===== config.mk =====
export PLATFORM = sky130hd
export DESIGN_NAME = alu_commit_flat
export DESIGN_NICKNAME = d
export VERILOG_FILES = /design/src/rtl/alu_commit.sv /design/src/rtl/alu_commit_if.sv /design/src/flat_wrapper.sv
export SDC_FILE = /design/constraint.sdc
export NUM_CORES = 1
export LEC_CHECK = 0
export ABC_AREA = 1
export CAP_MARGIN = 0
export CORE_ASPECT_RATIO = 1.25
export CORE_MARGIN = 2
export CORE_UTILIZATION = 45
export CTS_CLUSTER_SIZE = 24
export DETAILED_ROUTE_END_ITERATION = 12
export HOLD_SLACK_MARGIN = 0.05
export PLACE_DENSITY_LB_ADDON = 0.05
export SETUP_SLACK_MARGIN = 0.2
export SLEW_MARGIN = 20
export SYNTH_ARGS = -nofsm -noshare
export SYNTH_HDL_FRONTEND = slang
export SYNTH_SLANG_ARGS = --single-unit

===== constraint.sdc =====
create_clock -name clk -period 7 [get_ports clk]
set_clock_uncertainty 0.15 [all_clocks]
set_input_delay 1.4 -clock clk [delete_from_list [all_inputs] [get_ports clk]]
set_output_delay 1.4 -clock clk [all_outputs]
set_load 0.02 [all_outputs]

===== src/rtl/alu_commit.sv =====
// Two-channel ALU result commit buffer: round-robin arbiter into a FIFO that
// retires to the register file. Ports: clk, rst_n (sync, active-low), bus (slave).
package core_config_pkg;
    parameter int XLEN       = 32;
    parameter int REG_ADDR_W = 5;
endpackage

module alu_commit #(
    parameter int XLEN       = core_config_pkg::XLEN,
    parameter int REG_ADDR_W = core_config_pkg::REG_ADDR_W,
    parameter int DEPTH      = 4
) (
    input logic         clk,
    input logic         rst_n,
    alu_commit_if.slave bus
);
    localparam int PTR_W = $clog2(DEPTH);
    localparam int CNT_W = PTR_W + 1;

    logic [XLEN-1:0]       mem_res [DEPTH];
    logic [REG_ADDR_W-1:0] mem_rd  [DEPTH];
    logic [DEPTH-1:0]      mem_err;

    logic [PTR_W-1:0] rd_ptr;
    logic [PTR_W-1:0] wr_ptr;
    logic [CNT_W-1:0] count;
    logic             prio;
    logic             err_pulse_q;
    logic [7:0]       err_count_q;

    logic                  elig0;
    logic                  elig1;
    logic                  grant0;
    logic                  grant1;
    logic                  push;
    logic                  pop;
    logic                  not_empty;
    logic                  head_err;
    logic [REG_ADDR_W-1:0] head_rd;
    logic [XLEN-1:0]       head_res;
    logic                  head_write;

    assign not_empty = (count != '0);

    // Room is judged on the start-of-cycle count; a same-cycle pop does not help.
    assign elig0 = rst_n & bus.a0_valid & (count < CNT_W'(DEPTH));
    assign elig1 = rst_n & bus.a1_valid & (count < CNT_W'(DEPTH));

    assign grant0 = elig0 & (~elig1 | ~prio);
    assign grant1 = elig1 & (~elig0 | prio);
    assign push   = grant0 | grant1;

    assign bus.a0_clear = grant0;
    assign bus.a1_clear = grant1;

    assign head_err   = mem_err[rd_ptr];
    assign head_rd    = mem_rd[rd_ptr];
    assign head_res   = mem_res[rd_ptr];

    // Only real, error-free, non-x0 heads need the register file.
    assign head_write = ~head_err & (head_rd != '0);

    assign bus.wr_en   = rst_n & not_empty & head_write;
    assign bus.wr_addr = not_empty ? head_rd : '0;
    assign bus.wr_data = not_empty ? head_res : '0;

    assign pop = rst_n & not_empty & (~head_write | bus.wr_ready);

    assign bus.err_pulse = err_pulse_q;
    assign bus.err_count = err_count_q;
    assign bus.occupancy = count;

    // Storage is deliberately left out of reset.
    always_ff @(posedge clk) begin
        if (push) begin
            mem_res[wr_ptr] <= grant1 ? bus.a1_res : bus.a0_res;
            mem_rd[wr_ptr]  <= grant1 ? bus.a1_rd : bus.a0_rd;
            mem_err[wr_ptr] <= grant1 ? bus.a1_error : bus.a0_error;
        end
    end

    always_ff @(posedge clk) begin
        if (!rst_n) begin
            rd_ptr      <= '0;
            wr_ptr      <= '0;
            count       <= '0;
            prio        <= 1'b0;
            err_pulse_q <= 1'b0;
            err_count_q <= '0;
        end else begin
            if (push) begin
                wr_ptr <= wr_ptr + 1'b1;
            end
            if (pop) begin
                rd_ptr <= rd_ptr + 1'b1;
            end
            count <= count + CNT_W'(push) - CNT_W'(pop);
            // Priority passes to the channel that lost (or was idle).
            if (grant0) begin
                prio <= 1'b1;
            end else if (grant1) begin
                prio <= 1'b0;
            end
            err_pulse_q <= pop & head_err;
            if (pop && head_err && err_count_q != 8'hFF) begin
                err_count_q <= err_count_q + 8'd1;
            end
        end
    end
endmodule


===== src/rtl/alu_commit_if.sv =====
// Handshake bundle between two ALU channels, commit buffer and register file.
// master: ALU / register-file side; slave: alu_commit.
interface alu_commit_if #(
    parameter int XLEN       = 32,
    parameter int REG_ADDR_W = 5,
    parameter int DEPTH      = 4
);
    localparam int OCC_W = $clog2(DEPTH) + 1;

    logic [XLEN-1:0]       a0_res;
    logic [XLEN-1:0]       a1_res;
    logic [REG_ADDR_W-1:0] a0_rd;
    logic [REG_ADDR_W-1:0] a1_rd;
    logic                  a0_valid;
    logic                  a1_valid;
    logic                  a0_error;
    logic                  a1_error;
    logic                  a0_clear;
    logic                  a1_clear;
    logic                  wr_en;
    logic [REG_ADDR_W-1:0] wr_addr;
    logic [XLEN-1:0]       wr_data;
    logic                  wr_ready;
    logic                  err_pulse;
    logic [7:0]            err_count;
    logic [OCC_W-1:0]      occupancy;

    modport master (
        output a0_res, a1_res, a0_rd, a1_rd,
        output a0_valid, a1_valid, a0_error, a1_error,
        input  a0_clear, a1_clear,
        input  wr_en, wr_addr, wr_data,
        output wr_ready,
        input  err_pulse, err_count, occupancy
    );

    modport slave (
        input  a0_res, a1_res, a0_rd, a1_rd,
        input  a0_valid, a1_valid, a0_error, a1_error,
        output a0_clear, a1_clear,
        output wr_en, wr_addr, wr_data,
        input  wr_ready,
        output err_pulse, err_count, occupancy
    );
endinterface


===== src/flat_wrapper.sv =====
// flat-port wrapper written by rule: the top's interface ports become plain ports
module alu_commit_flat 
#(
    parameter int XLEN       = core_config_pkg::XLEN,
    parameter int REG_ADDR_W = core_config_pkg::REG_ADDR_W,
    parameter int DEPTH      = 4
)
  (clk, rst_n, bus_a0_res, bus_a1_res, bus_a0_rd, bus_a1_rd, bus_a0_valid, bus_a1_valid, bus_a0_error, bus_a1_error, bus_a0_clear, bus_a1_clear, bus_wr_en, bus_wr_addr, bus_wr_data, bus_wr_ready, bus_err_pulse, bus_err_count, bus_occupancy);
  alu_commit_if #(.XLEN(XLEN), .REG_ADDR_W(REG_ADDR_W), .DEPTH(DEPTH)) bus_i ();
  input logic clk;
  input logic rst_n;
  input wire logic [$bits(bus_i.a0_res)-1:0] bus_a0_res;
  input wire logic [$bits(bus_i.a1_res)-1:0] bus_a1_res;
  input wire logic [$bits(bus_i.a0_rd)-1:0] bus_a0_rd;
  input wire logic [$bits(bus_i.a1_rd)-1:0] bus_a1_rd;
  input wire logic [$bits(bus_i.a0_valid)-1:0] bus_a0_valid;
  input wire logic [$bits(bus_i.a1_valid)-1:0] bus_a1_valid;
  input wire logic [$bits(bus_i.a0_error)-1:0] bus_a0_error;
  input wire logic [$bits(bus_i.a1_error)-1:0] bus_a1_error;
  output wire logic [$bits(bus_i.a0_clear)-1:0] bus_a0_clear;
  output wire logic [$bits(bus_i.a1_clear)-1:0] bus_a1_clear;
  output wire logic [$bits(bus_i.wr_en)-1:0] bus_wr_en;
  output wire logic [$bits(bus_i.wr_addr)-1:0] bus_wr_addr;
  output wire logic [$bits(bus_i.wr_data)-1:0] bus_wr_data;
  input wire logic [$bits(bus_i.wr_ready)-1:0] bus_wr_ready;
  output wire logic [$bits(bus_i.err_pulse)-1:0] bus_err_pulse;
  output wire logic [$bits(bus_i.err_count)-1:0] bus_err_count;
  output wire logic [$bits(bus_i.occupancy)-1:0] bus_occupancy;
  assign bus_i.a0_res = bus_a0_res;
  assign bus_i.a1_res = bus_a1_res;
  assign bus_i.a0_rd = bus_a0_rd;
  assign bus_i.a1_rd = bus_a1_rd;
  assign bus_i.a0_valid = bus_a0_valid;
  assign bus_i.a1_valid = bus_a1_valid;
  assign bus_i.a0_error = bus_a0_error;
  assign bus_i.a1_error = bus_a1_error;
  assign bus_a0_clear = bus_i.a0_clear;
  assign bus_a1_clear = bus_i.a1_clear;
  assign bus_wr_en = bus_i.wr_en;
  assign bus_wr_addr = bus_i.wr_addr;
  assign bus_wr_data = bus_i.wr_data;
  assign bus_i.wr_ready = bus_wr_ready;
  assign bus_err_pulse = bus_i.err_pulse;
  assign bus_err_count = bus_i.err_count;
  assign bus_occupancy = bus_i.occupancy;
  alu_commit #(.XLEN(XLEN), .REG_ADDR_W(REG_ADDR_W), .DEPTH(DEPTH)) u_core (.clk(clk), .rst_n(rst_n), .bus(bus_i));
endmodule

==> metrics.csv, run 1 <==
metric,value,unit
Sw Pwr,1.124,mW
largest net degree at the start of global routing,76,
Area contributors post-synth,"edfxtp_1, nand2_1, nor2_1, dfxtp_1, o21ai_0",
Mean Syn Cell Area,10.19,um^2
adder-cell share of the synthesized area,1.459,%
initial antenna violation count,0,
cells on worst reg2reg path,19,
area share of the largest cell type after synthesis,61.88,%
combinational share of power,33.5,%
post-DR vias/cell,5.003,
Final HPWL DP,10080,um
Final ANT Viol Nets,0,
DR top layer,met4,
peak supply drop,0.1966,mV
Yosys warning total,0,
fmax,185.4,MHz
reg2reg end,u_core.bus.occupancy[2],
Total GRT Usage,19.42,%
CTS H-tree depth,4,
RSZ-0062 raised after global routing,no,
CTS resizes,0,
"Buf+Inv Stages, Crit Path",4,
WL met2,8431,um
Fin. Hold Viols,0,
WP data arrival,3.85,ns
sequential share of power,38.7,%
# diodes,0,
hold path start,u_core.rd_ptr[1],
Crit path depth,7,
WL met1,7293,um
pwr dens,354.6,nW/um^2
die width,118.5,um
Final Instance Area,9507,um^2
syn nets,813,
minimum clock period,5.395,ns
Top delay family on crit path,buffers and inverters,
Max-Cap Viols,0,
Net Sw Frac,33.33,%
Slew HR,37.29,%
Root Buffer,clkbuf_16,
full die area,17440,um^2
XOR/XNOR Fraction of Synth Area,0.1187,%
nets@finish,935,
"Period Utilization, post-route",77.07,%
total negative slack,0,ns
die height,147.1,um
cts bufs inserted,17,
final WL,16580,um
Crit. End Element,output pin,
P_leak,3.540,nW
r2r setup slk,2.70,ns
Initial Util,45.71,%
via count,5378,
CP Max Fanout,40,
Clock Sinks,171,
IO Pins,133,
later-pin clock latency in the skew report,0.42,ns
simple-gate portion of the synthesized area,19.51,%
crit path kind,input pin to output pin,
RePlAce Congestion,0.8395,
fin. max-slew vios,0,
Mapped Area,7376,um^2
hold crit path type,flip-flop to flip-flop,
status,"complete, no violations",
DR DRC count,0,
first-pass GRT wire length,26230,um
Worst Max-Slew Pin Slew,0.9396,ns
Post-DP Area,8906,um^2
Synth area leader,edfxtp_1,
# Post-CTS Setup Buffers,0,
clock power share,27.8,%
Final setup viols,0,
post-synthesis sequential area ratio,67.04,%
Port Buffers,132,
Worst Path Required,5.45,ns
crit-path max cell delay,0.74,ns
largest family of logic cells by synthesized area,simple AND/OR/NAND/NOR gates,
area grow syn2layout,28.89,%
"Cell Chain, Critical Path",clkdlybuf4s50_1 > inv_2 > nor2_1 > nand2_1 > o21ai_4 > inv_2 > clkdlybuf4s50_1,
Avg WL per Cell,15.42,um
P_int,2.247,mW
compound-cell area share of the yosys netlist,7.837,%
"flops & latches, synth",171,
Initial DRT Pass Iterations,4,
row count,52,
Synth cell types,29,
TritonCTS clock tree,yes,
type of origin of the critical path,input pin,
Clock Tree Buf Depth,2,
layout cells sized above 1,6.985,%
hold path cells,2,
DR iter-0 viols,305,
hold_buf cts,0,
Critical-path top delay cell,clkdlybuf4s50_1,
met3 wire length,680,um
cells after synthesis,724,
core area,16140,um^2
post-synthesis mux area share,0,%
grt ovf,0,
Clock transition at path regs,0.06,ns
vias in the first global route,5242,
[placed cells by master (no fill, tap or decap), types with 2 or more instances in the layout]
cell type	Yosys	routed
o21ai_0	64	64
buf_4	1	7
clkinv_4	0	3
nor2_1	157	153
nand3_1	13	13
dfxtp_1	19	17
edfxtp_1	152	152
inv_6	0	2
clkdlybuf4s50_1	0	132
clkinvlp_4	0	3
a21oi_1	41	41
dfxtp_2	0	2
inv_2	6	5
clkinv_2	0	3
o21bai_1	3	3
nor3_1	3	2
clkbuf_16	0	17
inv_1	30	30
nor2_4	0	4
ha_1	7	7
o21ai_1	6	5
clkinv_1	0	2
nor2_2	4	4
bufinv_16	0	3
nand2_1	168	168
nand4_1	6	6
[layer usage]
layer	GRT usage, %	vias to the layer above
li1	-	2681
met1	24.11	2571
met2	33.76	115
met3	4.270	11
met4	6.369	0
met5	0	-
[logic make-up after synthesis]
family,after synthesis
AOI/OAI and AO/OA,114
xor gates and xnor gates,1
adders and majority gates,8
buffers and inverters,72
DFF,171
and+or+nand+nor,358
[layout make-up]
class | instances | area (um^2)
fill | 1437 | 6629
sequential | 171 | 4947
multi-input combinational | 481 | 2180
timing repair buffer | 139 | 1374
clock buffer | 17 | 425.4
tap | 216 | 270.3
clock inverter | 15 | 173.9
inverter | 36 | 136.4
[worst max path at each step]
stage / startpoint / endpoint / slack [ns]
2_1_floorplan: rst_n / u_core.mem_err[0] / 2.56
3_5_place_dp: rst_n / bus_a1_clear / 1.55
3_3_place_gp: rst_n / bus_a1_clear / 1.62
4_1_cts: rst_n / bus_a1_clear / 1.57
6_report: rst_n / bus_a1_clear / 1.60
5_1_grt: flip-flop / bus_wr_en / 1.27
[power by group through the flow]
stage | combinational [mW] | clock (mW) | sequential [mW]
2_1_floorplan | 0.658 | 0 | 1.33
3_3_place_gp | 1.13 | 0 | 1.32
3_5_place_dp | 1.14 | 0 | 1.33
4_1_cts | 1.15 | 0.951 | 1.31
5_1_grt | 1.24 | 1.00 | 1.32
6_report | 1.13 | 0.936 | 1.31
[cells in the mapped netlist]
cell,count
nand2_1,168
nor2_1,157
edfxtp_1,152
o21ai_0,64
a21oi_1,41
inv_1,30
dfxtp_1,19
buf_2,13
clkbuf_1,13
nand3_1,13
buf_1,8
ha_1,7
inv_2,6
nand4_1,6
o21ai_1,6
nor2_2,4
nor3_1,3
o21bai_1,3
and3_1,1
buf_4,1
buf_6,1
fa_1,1
nand2_2,1
nand2_4,1
nand3_4,1
nand4_4,1
nor3b_1,1
or2_2,1
xnor2_1,1
[per-stage QoR]
stage	cells	power [mW]	utilization [%]	setup slack, ns	hold slack [ns]
6_report	1075	3.371	58.92	1.605	0.3802
5_1_grt	1075	3.556	58.92	1.273	0.4195
4_1_cts	1075	3.406	58.91	1.566	0.3767
3_5_place_dp	1043	2.470	55.20	1.553	0.3662
3_3_place_gp	1043	2.451	55.20	1.622	0.3583
2_1_floorplan	724	1.984	-	2.559	0.3335
[worst reg2reg max path, stage by stage, from the launching register on]
cell and delay, ns:
dfxtp_2 0.31, buf_4 0.63, clkinv_2 1.00, nand2_1 0.27, nand3_1 0.10, nand2_1 0.14
nand2_1 0.07, nor2_2 0.10, nand2_2 0.09, nand3_4 0.12, nand2_4 0.09, inv_2 0.08
ha_1 0.21, inv_1 0.05, ha_1 0.13, inv_1 0.05, fa_1 0.35, inv_1 0.08
o21ai_0 0.08, a21oi_1 0.14
[state kept, by name, summed over array words and instances (netlist names), named ones only]
signal	count
u_core.mem_err	4
u_core.bus.occupancy	3
u_core.mem_rd	20
u_core.bus.err_count	8
u_core.wr_ptr	2
u_core.rd_ptr	2
u_core.prio	1
u_core.mem_res	128
u_core.bus.err_pulse	1
No activity file was read; power rests on OpenSTA's default activity.
==> run 2: changes to the inputs <==
Clock period 7 ns to 5.3 ns, I/O delays scaled along.
==> run 2 against run 1 <==
Net effect:
- largest cell class unchanged
- power rose by 32%
- combinational power rose by 34%
- critical endpoint unchanged
- first-iteration DRC count rose by 3.6%
- sequential power rose by 31%
- worst hold slack got worse by 0.0044 ns
- worst setup slack got worse by 1.0 ns
- final area rose by 0.18%
- utilization rose by 0.11 points
- highest routed layer unchanged
- routed wire length rose by 3.2%
- critical path depth did not move
==> metrics.csv, run 2 (synthesized netlist as in run 1, its figures left out) <==
metric,value,unit
nets@finish,937,
IO Pins,133,
Root Buffer,clkbuf_16,
status,"complete, no violations",
# Post-CTS Setup Buffers,0,
Slew HR,45.42,%
pwr dens,467.9,nW/um^2
die height,147.1,um
full die area,17440,um^2
RSZ-0062 raised after global routing,no,
type of origin of the critical path,input pin,
fmax,211.8,MHz
later-pin clock latency in the skew report,0.41,ns
max reg flops,128,
grt ovf,0,
pre-CTS setup slack,0.5266,ns
vias in the first global route,5579,
Final WS setup,0.5794,ns
minimum clock period,4.721,ns
area grow syn2layout,29.13,%
crit path kind,input pin to output pin,
P_leak,3.552,nW
Biggest register,u_core.mem_res,
Final ANT Viol Nets,0,
Avg WL per Cell,15.88,um
hold_buf cts,0,
Final HPWL DP,10320,um
cts bufs inserted,17,
Worst Path Required,4.09,ns
CTS resizes,0,
die width,118.5,um
CP Max Fanout,40,
WP data arrival,3.51,ns
post-DR vias/cell,5.021,
# diodes,0,
Initial Util,45.71,%
hold crit path type,flip-flop to flip-flop,
most frequent cells in the layout,"nand2_1, nor2_1, edfxtp_1",
Total GRT Usage,20.31,%
Clock Sinks,171,
Clock transition at path regs,0.06,ns
Initial DRT Pass Iterations,4,
via count,5408,
total negative slack,0,ns
TritonCTS clock tree,yes,
peak supply drop,0.2850,mV
largest net degree at the start of global routing,75,
CTS H-tree depth,4,
core area,16140,um^2
layout cells sized above 1,7.317,%
Crit. End Element,output pin,
Max-Cap Viols,0,
first-pass GRT wire length,27560,um
Worst Max-Slew Pin Slew,0.8174,ns
Port Buffers,132,
DR iter-0 viols,316,
Fin. Hold Viols,0,
RePlAce Congestion,0.7981,
"Period Utilization, post-route",89.07,%
fin. max-slew vios,0,
fill cell count,1419,
Final setup viols,0,
"most common cell after layout, fill and taps aside",nand2_1,
DR DRC count,0,
row count,52,
initial antenna violation count,0,
Clock Tree Buf Depth,2,
final WL,17110,um
-- run 2: area by class of cell --
cell class / instances / area, um^2 / share of cell area, %
repair buffers: 141 / 1401 / 14.71
multi-input cells: 481 / 2180 / 22.88
inverters: 36 / 135.1 / 1.419
clock inverters: 15 / 165.2 / 1.734
clock buffers: 17 / 425.4 / 4.467
well taps: 216 / 270.3 / 2.838
flip-flops and latches: 171 / 4947 / 51.94
-- run 2: layer usage --
layer / up-vias / global-route usage (%) / part of all wire, %
met1: 2586 / 22.91 / 40
met5: - / 0 / 0
met3: 6 / 3.649 / 4.7
met4: 0 / 6.190 / 0.67
li1: 2678 / - / -
met2: 138 / 38.76 / 55
-- run 2: final timing paths --
check | slack (ns) | cells past startpoint | startpoint | to
setup / recovery | 0.58 | 7 | rst_n | bus_a1_clear
hold / removal | 0.38 | 2 | u_core.rd_ptr[1] | flip-flop
setup reg to reg | 1.85 | 18 | flip-flop | u_core.bus.occupancy[2]
hold reg to reg | 0.38 | 2 | u_core.rd_ptr[1] | flip-flop
-- run 2: power by group --
| part | total, mW | switching [mW] | internal [mW] |
|---|---|---|---|
| registers | 1.71 | 0.0528 | 1.66 |
| clock network | 1.23 | 0.523 | 0.704 |
| logic | 1.51 | 0.942 | 0.573 |
-- run 2: critical path, cell delays in order --
cell and delay, ns:
clkdlybuf4s50_1 0.65, inv_2 0.24, nor2_1 0.06, nand2_1 0.12
o21ai_4 0.06, inv_2 0.55, clkdlybuf4s50_1 0.74
-- run 2: through the flow --
step | total power, mW | std cells | hold slack [ns] | util (%) | area, um^2
after global placement | 3.245 | 1045 | 0.3648 | 55.37 | 8934
after floorplan | 2.620 | 724 | 0.3335 | - | 7376
after global routing | 4.697 | 1077 | 0.4214 | 59.03 | 9524
after detailed placement | 3.278 | 1045 | 0.3601 | 55.37 | 8934
final | 4.456 | 1077 | 0.3758 | 59.03 | 9524
after CTS | 4.505 | 1077 | 0.3700 | 59.03 | 9524
